[src/rtl/pe_mac_drain.sv]
// pe_mac_drain
// -----------------------------------------------------------------------------
// Systolic-array processing element. It is a valid-qualified multiply-accumulate
// cell. A operands move west->east and B operands move north->south, each
// through one register. Finished dot products leave through a small ready/valid
// FIFO, so a slow collector does not lose results that arrive back-to-back.
//
// Parameters
//   DATA_W       operand width
//   ACC_W        accumulator / drain width (must be >= 2*DATA_W)
//   DRAIN_DEPTH  drain FIFO entries (>= 1, any value)
//
// Ports
//   clk_i, rst_ni                 clock, asynchronous active-low reset
//   a_valid_i/a_last_i/a_data_i   A operand, qualifier and end-of-dot-product
//   b_valid_i/b_last_i/b_data_i   B operand, qualifier and end-of-dot-product
//   a_*_o, b_*_o                  registered A/B passthrough (1 cycle)
//   signed_i                      1: two's complement operands, 0: unsigned
//   sat_en_i                      1: clamp accumulator at ACC_W limits, 0: wrap
//   drain_valid_o/_data_o/_sat_o  FIFO head (data/sat read as 0 while empty)
//   drain_ready_i                 collector accepts the head
//   ovf_o                         sticky: a result was dropped on a full FIFO
//   err_o                         sticky: valid or last mismatch between A and B
// -----------------------------------------------------------------------------
module pe_mac_drain #(
    parameter int DATA_W      = 16,
    parameter int ACC_W       = 40,
    parameter int DRAIN_DEPTH = 2
) (
    input  logic              clk_i,
    input  logic              rst_ni,

    input  logic              a_valid_i,
    input  logic              a_last_i,
    input  logic [DATA_W-1:0] a_data_i,
    input  logic              b_valid_i,
    input  logic              b_last_i,
    input  logic [DATA_W-1:0] b_data_i,

    output logic              a_valid_o,
    output logic              a_last_o,
    output logic [DATA_W-1:0] a_data_o,
    output logic              b_valid_o,
    output logic              b_last_o,
    output logic [DATA_W-1:0] b_data_o,

    input  logic              signed_i,
    input  logic              sat_en_i,

    output logic              drain_valid_o,
    output logic [ACC_W-1:0]  drain_data_o,
    output logic              drain_sat_o,
    input  logic              drain_ready_i,

    output logic              ovf_o,
    output logic              err_o
);

    localparam int PROD_W = 2 * DATA_W;
    // Two guard bits: one for the carry of the add, one so that both the
    // signed and the unsigned interpretation fit in a single signed sum.
    localparam int SUM_W  = ACC_W + 2;
    localparam int PTR_W  = (DRAIN_DEPTH > 1) ? $clog2(DRAIN_DEPTH) : 1;
    localparam int CNT_W  = $clog2(DRAIN_DEPTH + 1);

    localparam logic [PTR_W-1:0] LAST_IDX = PTR_W'(DRAIN_DEPTH - 1);
    localparam logic [CNT_W-1:0] FULL_CNT = CNT_W'(DRAIN_DEPTH);

    // Returns {clamped, value}. The sum is exact, so overflow is detected from
    // its upper bits instead of from carries.
    function automatic logic [ACC_W:0] clamp_acc(
        input logic signed [SUM_W-1:0] sum_in,
        input logic                    is_signed,
        input logic                    sat_en
    );
        logic [ACC_W:0] res;
        res = {1'b0, sum_in[ACC_W-1:0]};
        if (sat_en) begin
            if (is_signed) begin
                // Legal signed range needs bits [ACC_W+1:ACC_W-1] all equal.
                if (sum_in[SUM_W-1:ACC_W-1] != {3{sum_in[SUM_W-1]}}) begin
                    if (sum_in[SUM_W-1])
                        res = {1'b1, 1'b1, {(ACC_W-1){1'b0}}};
                    else
                        res = {1'b1, 1'b0, {(ACC_W-1){1'b1}}};
                end
            end else begin
                if (sum_in[SUM_W-1])
                    res = {1'b1, {ACC_W{1'b0}}};
                else if (sum_in[ACC_W])
                    res = {1'b1, {ACC_W{1'b1}}};
            end
        end
        return res;
    endfunction

    function automatic logic [PTR_W-1:0] ptr_inc(input logic [PTR_W-1:0] p);
        return (p == LAST_IDX) ? '0 : p + PTR_W'(1);
    endfunction

    // Accumulator state
    logic [ACC_W-1:0] acc_q;
    logic             sat_acc_q;
    logic             first_q;

    // Drain FIFO state
    logic [ACC_W-1:0] fifo_data [DRAIN_DEPTH];
    logic             fifo_sat  [DRAIN_DEPTH];
    logic [PTR_W-1:0] rd_ptr;
    logic [PTR_W-1:0] wr_ptr;
    logic [CNT_W-1:0] count;

    // Datapath
    logic signed [PROD_W-1:0] a_ext;
    logic signed [PROD_W-1:0] b_ext;
    logic signed [PROD_W-1:0] prod;
    logic signed [SUM_W-1:0]  prod_ext;
    logic signed [SUM_W-1:0]  acc_ext;
    logic signed [SUM_W-1:0]  sum;
    logic [ACC_W-1:0]         acc_n;
    logic                     sat_hit;
    logic                     sat_acc_n;

    // Control
    logic fire;
    logic last_beat;
    logic err_set;
    logic push_req;
    logic pop;
    logic full;
    logic push_ok;
    logic drop;

    assign fire      = a_valid_i & b_valid_i;
    // A last mismatch ends the dot product only if both sides agree.
    assign last_beat = a_last_i & b_last_i;
    assign err_set   = (a_valid_i ^ b_valid_i) | (fire & (a_last_i ^ b_last_i));

    // ---- stage 0: multiply, extend, accumulate, clamp (combinational) ----
    always_comb begin
        // Extend the operands to the product width. In unsigned mode the
        // extension is zero. The low PROD_W bits of the signed product are then
        // exact for both modes.
        a_ext    = {{DATA_W{signed_i & a_data_i[DATA_W-1]}}, a_data_i};
        b_ext    = {{DATA_W{signed_i & b_data_i[DATA_W-1]}}, b_data_i};
        prod     = a_ext * b_ext;
        prod_ext = {{(SUM_W-PROD_W){signed_i & prod[PROD_W-1]}}, prod};
        // first_q stands in for a clear, so the first beat of a new dot
        // product starts from zero.
        acc_ext  = first_q ? '0 : {{2{signed_i & acc_q[ACC_W-1]}}, acc_q};
        sum      = acc_ext + prod_ext;
        {sat_hit, acc_n} = clamp_acc(sum, signed_i, sat_en_i);
        sat_acc_n = (~first_q & sat_acc_q) | sat_hit;
    end

    assign push_req = fire & last_beat;
    assign full     = (count == FULL_CNT);
    assign pop      = drain_valid_o & drain_ready_i;
    // While the FIFO is full, a same-cycle pop frees the slot the push needs.
    assign push_ok  = push_req & (~full | pop);
    assign drop     = push_req & full & ~pop;

    // ---- stage 1: registered passthrough, accumulator, FIFO control ----
    always_ff @(posedge clk_i or negedge rst_ni) begin
        if (!rst_ni) begin
            a_valid_o <= 1'b0;
            a_last_o  <= 1'b0;
            a_data_o  <= '0;
            b_valid_o <= 1'b0;
            b_last_o  <= 1'b0;
            b_data_o  <= '0;
            acc_q     <= '0;
            sat_acc_q <= 1'b0;
            first_q   <= 1'b1;
            rd_ptr    <= '0;
            wr_ptr    <= '0;
            count     <= '0;
            ovf_o     <= 1'b0;
            err_o     <= 1'b0;
        end else begin
            a_valid_o <= a_valid_i;
            a_last_o  <= a_last_i;
            a_data_o  <= a_data_i;
            b_valid_o <= b_valid_i;
            b_last_o  <= b_last_i;
            b_data_o  <= b_data_i;

            if (fire) begin
                acc_q     <= acc_n;
                sat_acc_q <= sat_acc_n;
                first_q   <= last_beat;
            end

            if (push_ok) wr_ptr <= ptr_inc(wr_ptr);
            if (pop)     rd_ptr <= ptr_inc(rd_ptr);

            case ({push_ok, pop})
                2'b10:   count <= count + CNT_W'(1);
                2'b01:   count <= count - CNT_W'(1);
                default: count <= count;
            endcase

            if (drop)    ovf_o <= 1'b1;
            if (err_set) err_o <= 1'b1;
        end
    end

    // FIFO storage holds only data, so it has no reset. The head is masked
    // while the FIFO is empty.
    always_ff @(posedge clk_i) begin
        if (push_ok) begin
            fifo_data[wr_ptr] <= acc_n;
            fifo_sat[wr_ptr]  <= sat_acc_n;
        end
    end

    assign drain_valid_o = (count != '0);
    assign drain_data_o  = drain_valid_o ? fifo_data[rd_ptr] : '0;
    assign drain_sat_o   = drain_valid_o & fifo_sat[rd_ptr];

endmodule

[config.mk]
export PLATFORM = sky130hd
export DESIGN_NAME = pe_mac_drain
export DESIGN_NICKNAME = d
export VERILOG_FILES = /design/src/rtl/pe_mac_drain.sv
export SDC_FILE = /design/constraint.sdc
export NUM_CORES = 1
export LEC_CHECK = 0
export ABC_CLOCK_PERIOD_IN_PS = 10600
export CELL_PAD_IN_SITES_DETAIL_PLACEMENT = 0
export CELL_PAD_IN_SITES_GLOBAL_PLACEMENT = 1
export CORE_MARGIN = 1
export CORE_UTILIZATION = 32
export DETAILED_ROUTE_END_ITERATION = 10
export PLACE_DENSITY = 0.64
export SLEW_MARGIN = 20
export SYNTH_ARGS = -nofsm -noshare
export SYNTH_HDL_FRONTEND = slang
export SYNTH_SLANG_ARGS = --single-unit
[constraint.sdc]
create_clock -name clk_i -period 10.6 [get_ports clk_i]
set_input_delay 2.12 -clock clk_i [delete_from_list [all_inputs] [get_ports clk_i]]
set_output_delay 2.12 -clock clk_i [all_outputs]
set_load 0.01 [all_outputs]
* Yosys cells after proc, flatten, opt, wreduce, memory -nomap -nowiden
Memory sizes are Yosys's and may differ from the RTL's. Cells that the tools add are included.
Storage, ports and cells: bits in registers 84, RAM bits 82, input port bits 41, memories 2
Cells by class: add/sub/neg operators 5, multipliers 1, equal/unequal tests 4, mux-type cells 13, bitwise logic cells 22, reduce and logical (&&, ||, !) cells 2
Memories:
- fifo_data | words 2, width 40, rd ports 1, clocked after Yosys merged registers in 0, write ports 1, RTL line 107 | logic [ACC_W-1:0] fifo_data [DRAIN_DEPTH];
- fifo_sat | words 2, width 1, rd ports 1, clocked after Yosys merged registers in 0, write ports 1, RTL line 108 | logic fifo_sat [DRAIN_DEPTH];
Operators by type and width (count):
- 41-bit two-way mux | 5
- 40-bit two-way mux | 2
- 42-bit by 33-bit adder with 42-bit output | 1
- 42-bit two-way mux | 1
- 17-bit by 17-bit multiplier with 32-bit output | 1
- 1-bit bitwise AND | 14
- 2-bit == test, second input constant | 2
- 1-bit two-way mux | 4
- 2-bit case mux with 2 select lines | 1
- 2-bit nonzero test | 2
- 1-bit inverter | 3
- 1-bit bitwise OR | 3
- 1-bit adder, second input constant | 2
- 2-bit by 1-bit adder with 2-bit output, second input constant | 1
- 2-bit by 1-bit == test with 1-bit output, second input constant | 1
- 2-bit inequality test | 1
- 2-bit by 1-bit subtractor with 2-bit output, second input constant | 1
- 1-bit bitwise XOR | 2

* Depth between registers and ports, before layout
Gate-level depths: netlist (run 1).
word-level depth 9, gate-level depth with buffers 47, gate-level depth less buffers 45

* Worst setup path after synthesis (run 1)
Ideal clock, no wire load.
kind input to register, from input a_data_i[11], to memory fifo_data[0][31], data pin, data arrival time 11.547 ns, required time 10.320 ns, setup slack -1.227 ns, stages on the path 44, buffers on the path 3, cells stage by stage clkbuf_1 nand2_1 fa_1 fa_1 fa_1 inv_1 fa_1 inv_1 fa_1 inv_1 fa_1 ha_1 a21oi_1 o21ai_1 a2111oi_0 nor3_1 a41o_1 o41a_1 [8 not listed] o311ai_0 o2bb2ai_1 o31ai_1 and2_1 maj3_2 o311ai_4 a31oi_1 nor2_1 mux2i_1 ha_1 inv_1 a21oi_1 a211oi_1 o31ai_4 nand2_2 buf_6 buf_2 o21ai_0
Between the ends: cells in the longest elaborated chain, start to end 7, elaborated cells between the ends (all ways) 10, those cells by class 1 x add/sub; 1 x mul; 1 x eq/ne; 6 x mux; 1 x bitwise
Ends and longest elaborated chain:
- start, declared | RTL line 35 | input logic [DATA_W-1:0] a_data_i,
- 17-bit by 17-bit multiplier with 32-bit output * | RTL line 146 | prod = a_ext * b_ext;
- 1-bit bitwise AND | RTL line 147 | prod_ext = {{(SUM_W-PROD_W){signed_i & prod[PROD_W-1]}}, prod};
- 42-bit by 33-bit adder with 42-bit output * | RTL line 151 | sum = acc_ext + prod_ext;
- 2-bit inequality test, or another cell as far along | RTL line 81 | if (sum_in[SUM_W-1:ACC_W-1] != {3{sum_in[SUM_W-1]}}) begin
- 41-bit two-way mux (on tied branches) | RTL line 81, 88
- 41-bit two-way mux | RTL line 79 | if (is_signed) begin
- 41-bit two-way mux * | RTL line 78 | if (sat_en) begin
- named net acc_n[31] | RTL line 120 | logic [ACC_W-1:0] acc_n;
- end, declared | RTL line 107
The timed path passes the listed nets; every way through them passes the cells marked *.

* Worst setup path in the final report (run 1)
from input b_data_i[5], to memory fifo_data[1][9], data pin
Between the ends: cells in the longest elaborated chain, start to end 7, elaborated cells between the ends (all ways) 10, those cells by class 1 x add/sub; 1 x mul; 1 x eq/ne; 6 x mux; 1 x bitwise
Ends and longest elaborated chain:
- start, declared | RTL line 38 | input logic [DATA_W-1:0] b_data_i,
- 17-bit by 17-bit multiplier with 32-bit output * | RTL line 146
- 1-bit bitwise AND | RTL line 147
- 42-bit by 33-bit adder with 42-bit output * | RTL line 151
- 2-bit inequality test, or another cell as far along | RTL line 81
- 41-bit two-way mux (on tied branches) | RTL line 81, 88
- 41-bit two-way mux | RTL line 79
- 41-bit two-way mux * | RTL line 78
- named net acc_n[9] | RTL line 120
Marks and branches as above.

==> results of run 1 <==
==> worst register-to-register path, stage by stage, from the launching register on <==
cell	delay, ns
dfstp_2	0.52
buf_4	0.41
nor2b_1	0.15
ha_1	0.39
a211o_1	0.15
o211ai_1	0.17
a2111o_1	0.52
a211oi_4	0.27
o31ai_2	0.09
and2_1	0.17
maj3_2	0.33
o311ai_4	0.29
a31oi_2	0.15
nor2_1	0.17
mux2i_1	0.21
ha_1	0.31
buf_6	0.15
inv_4	0.06
a21oi_4	0.05
a211oi_2	0.22
o31ai_4	0.12
nand2_4	0.25
clkbuf_16	0.24
a21oi_1	0.08
==> logic make-up (layout without fill, tap and decap cells) <==
logic type	after synthesis	after routing	share of synthesized area, %
muxes	44	44	2.28
xor gates and xnor gates	81	81	3.82
and+or+nand+nor	551	551	13.8
buffers and inverters	414	848	8.26
AOI/OAI and AO/OA	296	297	10.8
adders and majority gates	408	408	37.4
DFF	166	166	23.6
==> synth_stat cells, types with 4 or more instances <==
cell	n	area share, %
mux2i_1	44	2.3
buf_1	7	0.14
buf_2	4	0.10
a211o_1	6	0.27
o311ai_0	12	0.54
nand3_1	14	0.36
and3_1	11	0.36
a21oi_1	85	2.2
o21bai_1	25	0.97
nand2b_1	11	0.36
fa_1	283	29
o21ai_0	41	1.1
o21a_1	7	0.27
clkbuf_1	65	1.3
a21o_1	28	1.1
a31oi_1	23	0.74
a211oi_1	10	0.39
nor2_1	109	2.1
a311oi_2	8	0.62
xor2_1	20	0.91
nor2b_1	43	1.4
and2_1	126	4.1
nand2_1	196	3.8
ha_1	124	8.0
nor3_1	15	0.39
o31ai_1	4	0.16
edfxtp_1	82	13
inv_1	331	6.4
buf_6	5	0.29
or2_2	8	0.26
o211ai_1	6	0.23
nand4_1	4	0.13
xnor2_1	58	2.6
dfrtp_1	83	11
==> final cells by class <==
| class | count | area (sq um) | share of cell area, % |
|---|---|---|---|
| Inverter | 333 | 1250 | 4.88 |
| Multi-Input combinational cell | 1381 | 13900 | 54.2 |
| Clock buffer | 17 | 425 | 1.66 |
| Sequential cell | 166 | 4570 | 17.8 |
| Clock inverter | 15 | 178 | 0.692 |
| Tap cell | 773 | 967 | 3.76 |
| Timing Repair Buffer | 483 | 4360 | 17.0 |
==> worst paths after layout <==
check                                    start                        end  cells after the start
max                                b_data_i[5]  fifo_data[1][9]$_DFFE_PP_                     45
min                          err_o$_DFFE_PN0P_          err_o$_DFFE_PN0P_                      1
max reg2reg                first_q$_DFFE_PN1P_  fifo_data[1][9]$_DFFE_PP_                     23
min reg2reg                  err_o$_DFFE_PN0P_          err_o$_DFFE_PN0P_                      1
max in group asynchronous               rst_ni         rd_ptr$_DFFE_PN0P_                      2
min in group asynchronous               rst_ni      a_data_o[2]$_DFF_PN0_                      1
==> flip-flops by register name, summed over array words and instances, names as in the netlist <==
name       cells
a_data_o      16
a_last_o       1
a_valid_o      1
acc_q         40
b_data_o      16
b_last_o       1
b_valid_o      1
count          2
err_o          1
fifo_data     80
fifo_sat       2
first_q        1
ovf_o          1
rd_ptr         1
sat_acc_q      1
wr_ptr         1
==> layer usage <==
metal / routed length [microns] / up-vias
li1: - / 7132
met1: 22700 / 7639
met2: 27500 / 191
met3: 1740 / 45
met4: 805 / 0
met5: 0 / -
==> what timing repair did <==
item | CTS | global route
cloned | 11 | 2
endpoints found under the setup margin | 123 | 123
setup buffers | 37 | 16
hold endpoints to repair | 0 | 0
pin swaps | 48 | 68
resized for setup | 198 | 115
==> stage by stage <==
stage	instance area, sq um	cells	TNS [ns]	util [%]
finish	25700	3168	-76.43	43.3
global route	25700	3168	-121.10	43.3
CTS	25300	3157	-73.86	42.7
detailed placement	23800	3077	-180.50	40.1
global placement	23800	3077	-166.91	40.1
floorplan	19600	1960	-44.45	-
==> results.md, run 1 <==
* Status: finished with violations
* Failing checks: design-rule violations, negative setup slack
* Vias in the first global route at 15700
* Clk sinks at 166
* Avg WL per Cell at 16.6 microns
* R2r setup slk at 4.89 ns
* Post-DP HPWL at 41400 microns
* Die width at 248 microns
* WP buf/inv at 8
* Routing usage on met3 at 2.91%
* Routed Wire Length at 52700 microns
* Starting Density at 32.6%
* Aggregate global routing overflow at 0
* Final ANT Viol Nets at 0
* All-Layer GR Usage at 17.9%
* # diodes at 0
* Mapped Cells at 1960
* Cts bufs inserted at 17
* Crit path time final at 11.30 ns
* CP dominant cell by count: fa_1
* Via count at 15000
* Critical path's slowest cell: fa_1
* FILL cells at 5701
* Reg clk slew, reported paths at 0.08 ns
* I/O pin count at 121
* Met2 Use GR at 31.5%
* Post-place setup slack at -1.62 ns
* Slew HR at 40.7%
* Skew-Pair Late Insertion Delay at 0.48 ns
* Syn_nets at 2408
* CTS tree: yes
* CP required at 10.81 ns
* Worst setup EP type: register
* # hold bufs at CTS at 0
* Syn-to-layout area delta at 33.0%
* CP max stage delay at 0.55 ns
* # DRC at 6
* Gr busiest metal: met2
* Crit Path Max Fanout at 9
* Final Net Count at 2830
* CP top delay family: adder cells
* Root Driver: clkbuf_16
* Post-synth ARST share at 50.6%
* Tcrit/Tclk final at 107%
* Crit path launch type: primary input
* Die Y at 248 microns
* Synthesized area at 19300 sq um
* Clk_skew at 0.0107 ns
* Fin. Hold Viols at 0
* RSZ-0062 raised after global routing: yes
* Critical path data arrival time at 11.52 ns
* Die area at 61400 sq um
* Initial antenna violation count at 1
* Leading cell type in the layout, fill and taps excluded: inv_1
* Vias/cell at 4.74
* Drt first pass iters at 8
* Commonest cells after routing, fill and taps aside: inv_1 (315), buf_4 (307), fa_1 (274), nand2_1 (176), and2_1 (114)
* Critical path class: primary input to register
* Yosys cell types at 81
* Core footprint at 59400 sq um
* Post-synthesis sequential area ratio at 23.6%
* Fmax at 88.5 MHz
* Max-cap viol count at 0
* Setup slack after layout at -0.702 ns
* Drt initial violations at 671
* Port Buffer Count at 120
* YS warnings at 0
* Final setup viols at 120
* Share of cells above drive strength 1 at 25.4%
* Clock buffer depth at 2
* FP Rows at 89
* Largest net degree at the start of global routing at 59
* Grt met1 use at 22.8%
* First-pass GRT wire length at 84600 microns
* Slew at the pin closest to its max-slew limit at 0.888 ns
* Max Slew Vio Count at 0
* Syn_area_per_cell at 9.86 sq um
* RePlAce Congestion at 0.868
* Hold_ws at 0.473 ns
* Most used DFF post-synth: dfrtp_1
* Number of synthesized flops with an enable pin at 82
* Hold Crit Class: register to register
* CTS H-tree lvls at 4
* Seq cells post-synth at 166
Power of run 1 is left out: the tool's default activity adds up to more than one toggle a clock period on the data nets, which glitch-free logic cannot reach.
==> run 2: changes to the inputs <==
CORE_UTILIZATION = 53   (was 32)
PLACE_DENSITY = 0.95   (was 0.64)
==> results.md, run 2 (synthesis results as in run 1) <==
* Status: finished with violations
* Failing checks: design-rule violations, negative setup slack
* Port Buffer Count at 120
* Aggregate global routing overflow at 0
* Final Net Count at 2811
* Share of cells above drive strength 1 at 25.1%
* CP top delay family: adder cells
* Critical path's slowest cell: fa_1
* Worst setup EP type: register
* Max-cap viol count at 0
* Crit path time final at 11.48 ns
* Max reg flops at 80
* CTS H-tree lvls at 4
* Core footprint at 35700 sq um
* # hold bufs at CTS at 0
* Commonest cells after routing, fill and taps aside: inv_1 (317), buf_4 (295), fa_1 (274), nand2_1 (184), and2_1 (115)
* CP max stage delay at 0.55 ns
* Starting Density at 54.1%
* Avg WL per Cell at 18.8 microns
* Hold wc startpoint: ovf_o$_DFFE_PN0P_
* FF-to-FF Start: first_q$_DFFE_PN1P_
* Hold Crit Class: register to register
* Crit Path Max Fanout at 7
* Drt initial violations at 1019
* Routed Wire Length at 53200 microns
* Reg with most FFs: fifo_data
* Leading cell type in the layout, fill and taps excluded: inv_1
* Clk_skew at 0.0122 ns
* WP buf/inv at 14
* RSZ-0062 raised after global routing: yes
* Clk sinks at 166
* Root Driver: clkbuf_16
* Syn-to-layout area delta at 31.9%
* Fin. Hold Viols at 0
* All-Layer GR Usage at 28.4%
* Initial antenna violation count at 0
* Critical path class: primary input to register
* First-pass GRT wire length at 82300 microns
* Cts bufs inserted at 17
* Die area at 37200 sq um
* Slew HR at 30.6%
* FP Rows at 69
* Worst setup path startpoint: b_data_i[3]
* FILL cells at 2368
* Tcrit/Tclk final at 108%
* Largest net degree at the start of global routing at 65
* Max Slew Vio Count at 0
* Largest registers: fifo_data (80), acc_q (40)
* CTS tree: yes
* Reg clk slew, reported paths at 0.08 ns
* Die Y at 193 microns
* Post-Route Utilization at 71.3%
* Crit path launch type: primary input
* Skew-Pair Late Insertion Delay at 0.45 ns
* Via count at 15800
* Drt first pass iters at 8
* Final setup viols at 120
* # DRC at 11
* Final ANT Viol Nets at 0
* Post-place setup slack at -1.64 ns
* # diodes at 0
* Die width at 193 microns
* Fmax at 87.1 MHz
* I/O pin count at 121
* Critical path data arrival time at 11.83 ns
* Vias in the first global route at 16700
* Post-DP HPWL at 38100 microns
* CP dominant cell by count: fa_1
* Slew at the pin closest to its max-slew limit at 1.04 ns
* Clock buffer depth at 2
* Setup slack after layout at -0.877 ns
* CP required at 10.95 ns
* Vias/cell at 5.56
* RePlAce Congestion at 0.883
## run 2: worst register-to-register path, delay by kind of cell (launching register included)
family                     cells  cell delay (ns)
adders and majority gates      4             1.36
AOI/OAI and AO/OA             11             2.33
muxes                          1             0.13
and+or+nand+nor                4             0.58
DFF                            1             1.10
buffers and inverters          4             0.51
## run 2: through the flow
step | cell area, sq um | cells | setup TNS [ns] | hold WS (ns)
global route | 25500 | 2837 | -125.84 | 0.492
CTS | 24800 | 2821 | -87.90 | 0.470
finish | 25500 | 2837 | -92.51 | 0.472
global placement | 23300 | 2754 | -153.47 | 0.449
detailed placement | 23300 | 2754 | -187.69 | 0.452
floorplan | 19600 | 1960 | -44.45 | 0.444
## run 2: cell type report
class                   instances  area (sq um)  share of cell area, %
inverters                     333          1250                   4.92
repair buffers                465          4260                   16.7
clock buffers                  18           429                   1.68
multi-input cells            1380         14200                   55.8
well taps                     461           577                   2.26
clock inverters                14           161                  0.634
flip-flops and latches        166          4570                   17.9
## run 2: timing repair
item,in CTS,in global routing
gates cloned,9,4
gates resized for setup,212,94
setup endpoints to repair,123,123
setup buffers,26,12
pin swaps,47,36
## run 2: final timing paths
path                                         endpoint  slack, ns  cells past startpoint
worst min-delay path                ovf_o$_DFFE_PN0P_       0.47                      1
max in group asynchronous          rd_ptr$_DFFE_PN0P_       7.77                      2
worst max-delay path            acc_q[15]$_DFFE_PN0P_      -0.88                     47
worst min register to register      ovf_o$_DFFE_PN0P_       0.47                      1
min in group asynchronous       b_data_o[2]$_DFF_PN0_       1.64                      1
worst max register to register  acc_q[15]$_DFFE_PN0P_       4.48                     24
## run 2: layer usage
metal | up-vias | routed length (microns) | GRT usage, %
li1 | 7090 | - | -
met1 | 7982 | 20500 | 35.1
met2 | 561 | 28300 | 51.1
met3 | 151 | 2490 | 2.79
met4 | 0 | 2000 | 11.2
met5 | - | 0 | 0
Power of run 2 is left out for the same reason.
==> run 3: changes to the inputs <==
--- a/config.mk
+++ b/config.mk
@@ -13,5 +13,5 @@
 export DETAILED_ROUTE_END_ITERATION = 10
 export PLACE_DENSITY = 0.95
-export SLEW_MARGIN = 20
+export SLEW_MARGIN = 15
 export SYNTH_ARGS = -nofsm -noshare
 export SYNTH_HDL_FRONTEND = slang
==> constraint.sdc (replaced) <==
create_clock -name clk_i -period 10.6 [get_ports clk_i]
set_input_delay 2.12 -clock clk_i [delete_from_list [all_inputs] [get_ports clk_i]]
set_output_delay 2.12 -clock clk_i [all_outputs]
set_load 0.1 [all_outputs]
==> results.md, run 3 (synthesis results as in run 1) <==
* Status: finished with violations
* Failing checks: design-rule violations, negative setup slack
* Placed cell area at 23300 sq um
* Clock buffer depth at 2
* Aggregate global routing overflow at 0
* Clk_skew at 0.0151 ns
* Cts bufs inserted at 17
* # hold bufs at CTS at 0
* Final Net Count at 2811
* Root Driver: clkbuf_16
* Drt initial violations at 1143
* Leading cell type in the layout, fill and taps excluded: inv_1
* Hold wc startpoint: ovf_o$_DFFE_PN0P_
* Crit path time final at 11.45 ns
* Syn-to-layout area delta at 31.9%
* Fin. Hold Viols at 0
* Final ANT Viol Nets at 0
* Clk sinks at 166
* CP max stage delay at 0.55 ns
* Worst R2R End: acc_q[15]$_DFFE_PN0P_
* Critical path's slowest cell: fa_1
* Reg with most FFs: fifo_data
* # diodes at 0
* Initial antenna violation count at 0
* All-Layer GR Usage at 28.4%
* Starting Density at 54.1%
* Max-cap viol count at 0
* Routed Wire Length at 53300 microns
* Core footprint at 35700 sq um
* Share of cells above drive strength 1 at 25.1%
* FP Rows at 69
* Hold Crit Endpoint: ovf_o$_DFFE_PN0P_
* Hold Crit Class: register to register
* Commonest cells after routing, fill and taps aside: inv_1 (317), buf_4 (295), fa_1 (274), nand2_1 (184), and2_1 (115)
* Largest registers: fifo_data (80), acc_q (40)
* RSZ-0062 raised after global routing: yes
* Crit Path Max Fanout at 7
* Die Y at 193 microns
* Die width at 193 microns
* Fmax at 87.3 MHz
* Port Buffer Count at 120
* Via count at 15800
* Setup TNS at -90.02 ns
* Setup slack after layout at -0.850 ns
* R2r setup slk at 4.49 ns
* Worst setup EP type: register
* Final setup viols at 120
* Max Slew Vio Count at 0
* Reg clk slew, reported paths at 0.08 ns
* Vias in the first global route at 16700
* CP dominant cell by count: fa_1
* Tcrit/Tclk final at 108%
* CTS tree: yes
* Critical path data arrival time at 11.81 ns
* Post-DP HPWL at 38100 microns
* Hold_ws at 0.470 ns
* Slew HR at 31.4%
* Crit path launch type: primary input
* FF-to-FF Start: first_q$_DFFE_PN1P_
* R2R depth at 24
* CP required at 10.96 ns
* Worst setup path startpoint: b_data_i[3]
* Die area at 37200 sq um
* Vias/cell at 5.56
* Max reg flops at 80
* Worst hold path depth at 1
* Slew at the pin closest to its max-slew limit at 1.03 ns
* # DRC at 11
* I/O pin count at 121
* Critical path class: primary input to register
* First-pass GRT wire length at 82300 microns
* CTS H-tree lvls at 4
* RePlAce Congestion at 0.883
* Drt first pass iters at 8
* Final Cell Area at 25500 sq um
* Avg WL per Cell at 18.8 microns
* Largest net degree at the start of global routing at 65
* Skew-Pair Late Insertion Delay at 0.46 ns
run 3: worst max path at each step:
stage,endpoint,slack (ns),cells after the start
2_1_floorplan,fifo_data[0][15]$_DFFE_PP_,-0.46,44
3_5_place_dp,acc_q[31]$_DFFE_PN0P_,-1.64,42
5_1_grt,acc_q[15]$_DFFE_PN0P_,-1.16,43
6_report,acc_q[15]$_DFFE_PN0P_,-0.85,47
3_3_place_gp,acc_q[1]$_DFFE_PN0P_,-1.33,43
4_1_cts,acc_q[11]$_DFFE_PN0P_,-0.81,45
run 3: worst max-delay path: cells and delay by family:
family / cells / cell delay (ns)
XOR/XNOR: 1 / 0.09
buffers and inverters: 14 / 1.58
adder cells (fa/ha/maj): 10 / 4.02
AO/OA/AOI/OAI: 16 / 3.17
AND/OR/NAND/NOR: 5 / 0.71
multiplexers: 1 / 0.11
run 3: timing repair:
| action | CTS | global route |
|---|---|---|
| buffers inserted | 26 | 12 |
| cloned | 9 | 4 |
| pin swaps | 47 | 36 |
| endpoints found under the setup margin | 123 | 123 |
| resized for setup | 212 | 94 |
run 3: area by class of cell:
type | count | area (sq um)
Clock inverter | 14 | 161
Multi-Input combinational cell | 1380 | 14200
Sequential cell | 166 | 4570
Fill cell | 2368 | 10300
Tap cell | 461 | 577
Inverter | 333 | 1250
Clock buffer | 18 | 429
Timing Repair Buffer | 465 | 4260
run 3: through the flow:
step / setup slack, ns / util [%] / instances
after floorplan: -0.455 / - / 1960
after global placement: -1.33 / 65.1 / 2754
after detailed placement: -1.64 / 65.1 / 2754
after CTS: -0.813 / 69.4 / 2821
after global routing: -1.16 / 71.3 / 2837
final: -0.850 / 71.3 / 2837
run 3: per-layer routing:
| layer | GRT usage (%) | wire length [microns] | vias to the layer above |
|---|---|---|---|
| met5 | 0 | 0 | - |
| met4 | 11.2 | 2170 | 0 |
| met2 | 51.1 | 28200 | 542 |
| met1 | 35.1 | 20700 | 8000 |
| met3 | 2.79 | 2280 | 159 |
| li1 | - | - | 7084 |
Power of run 3 is left out for the same reason.
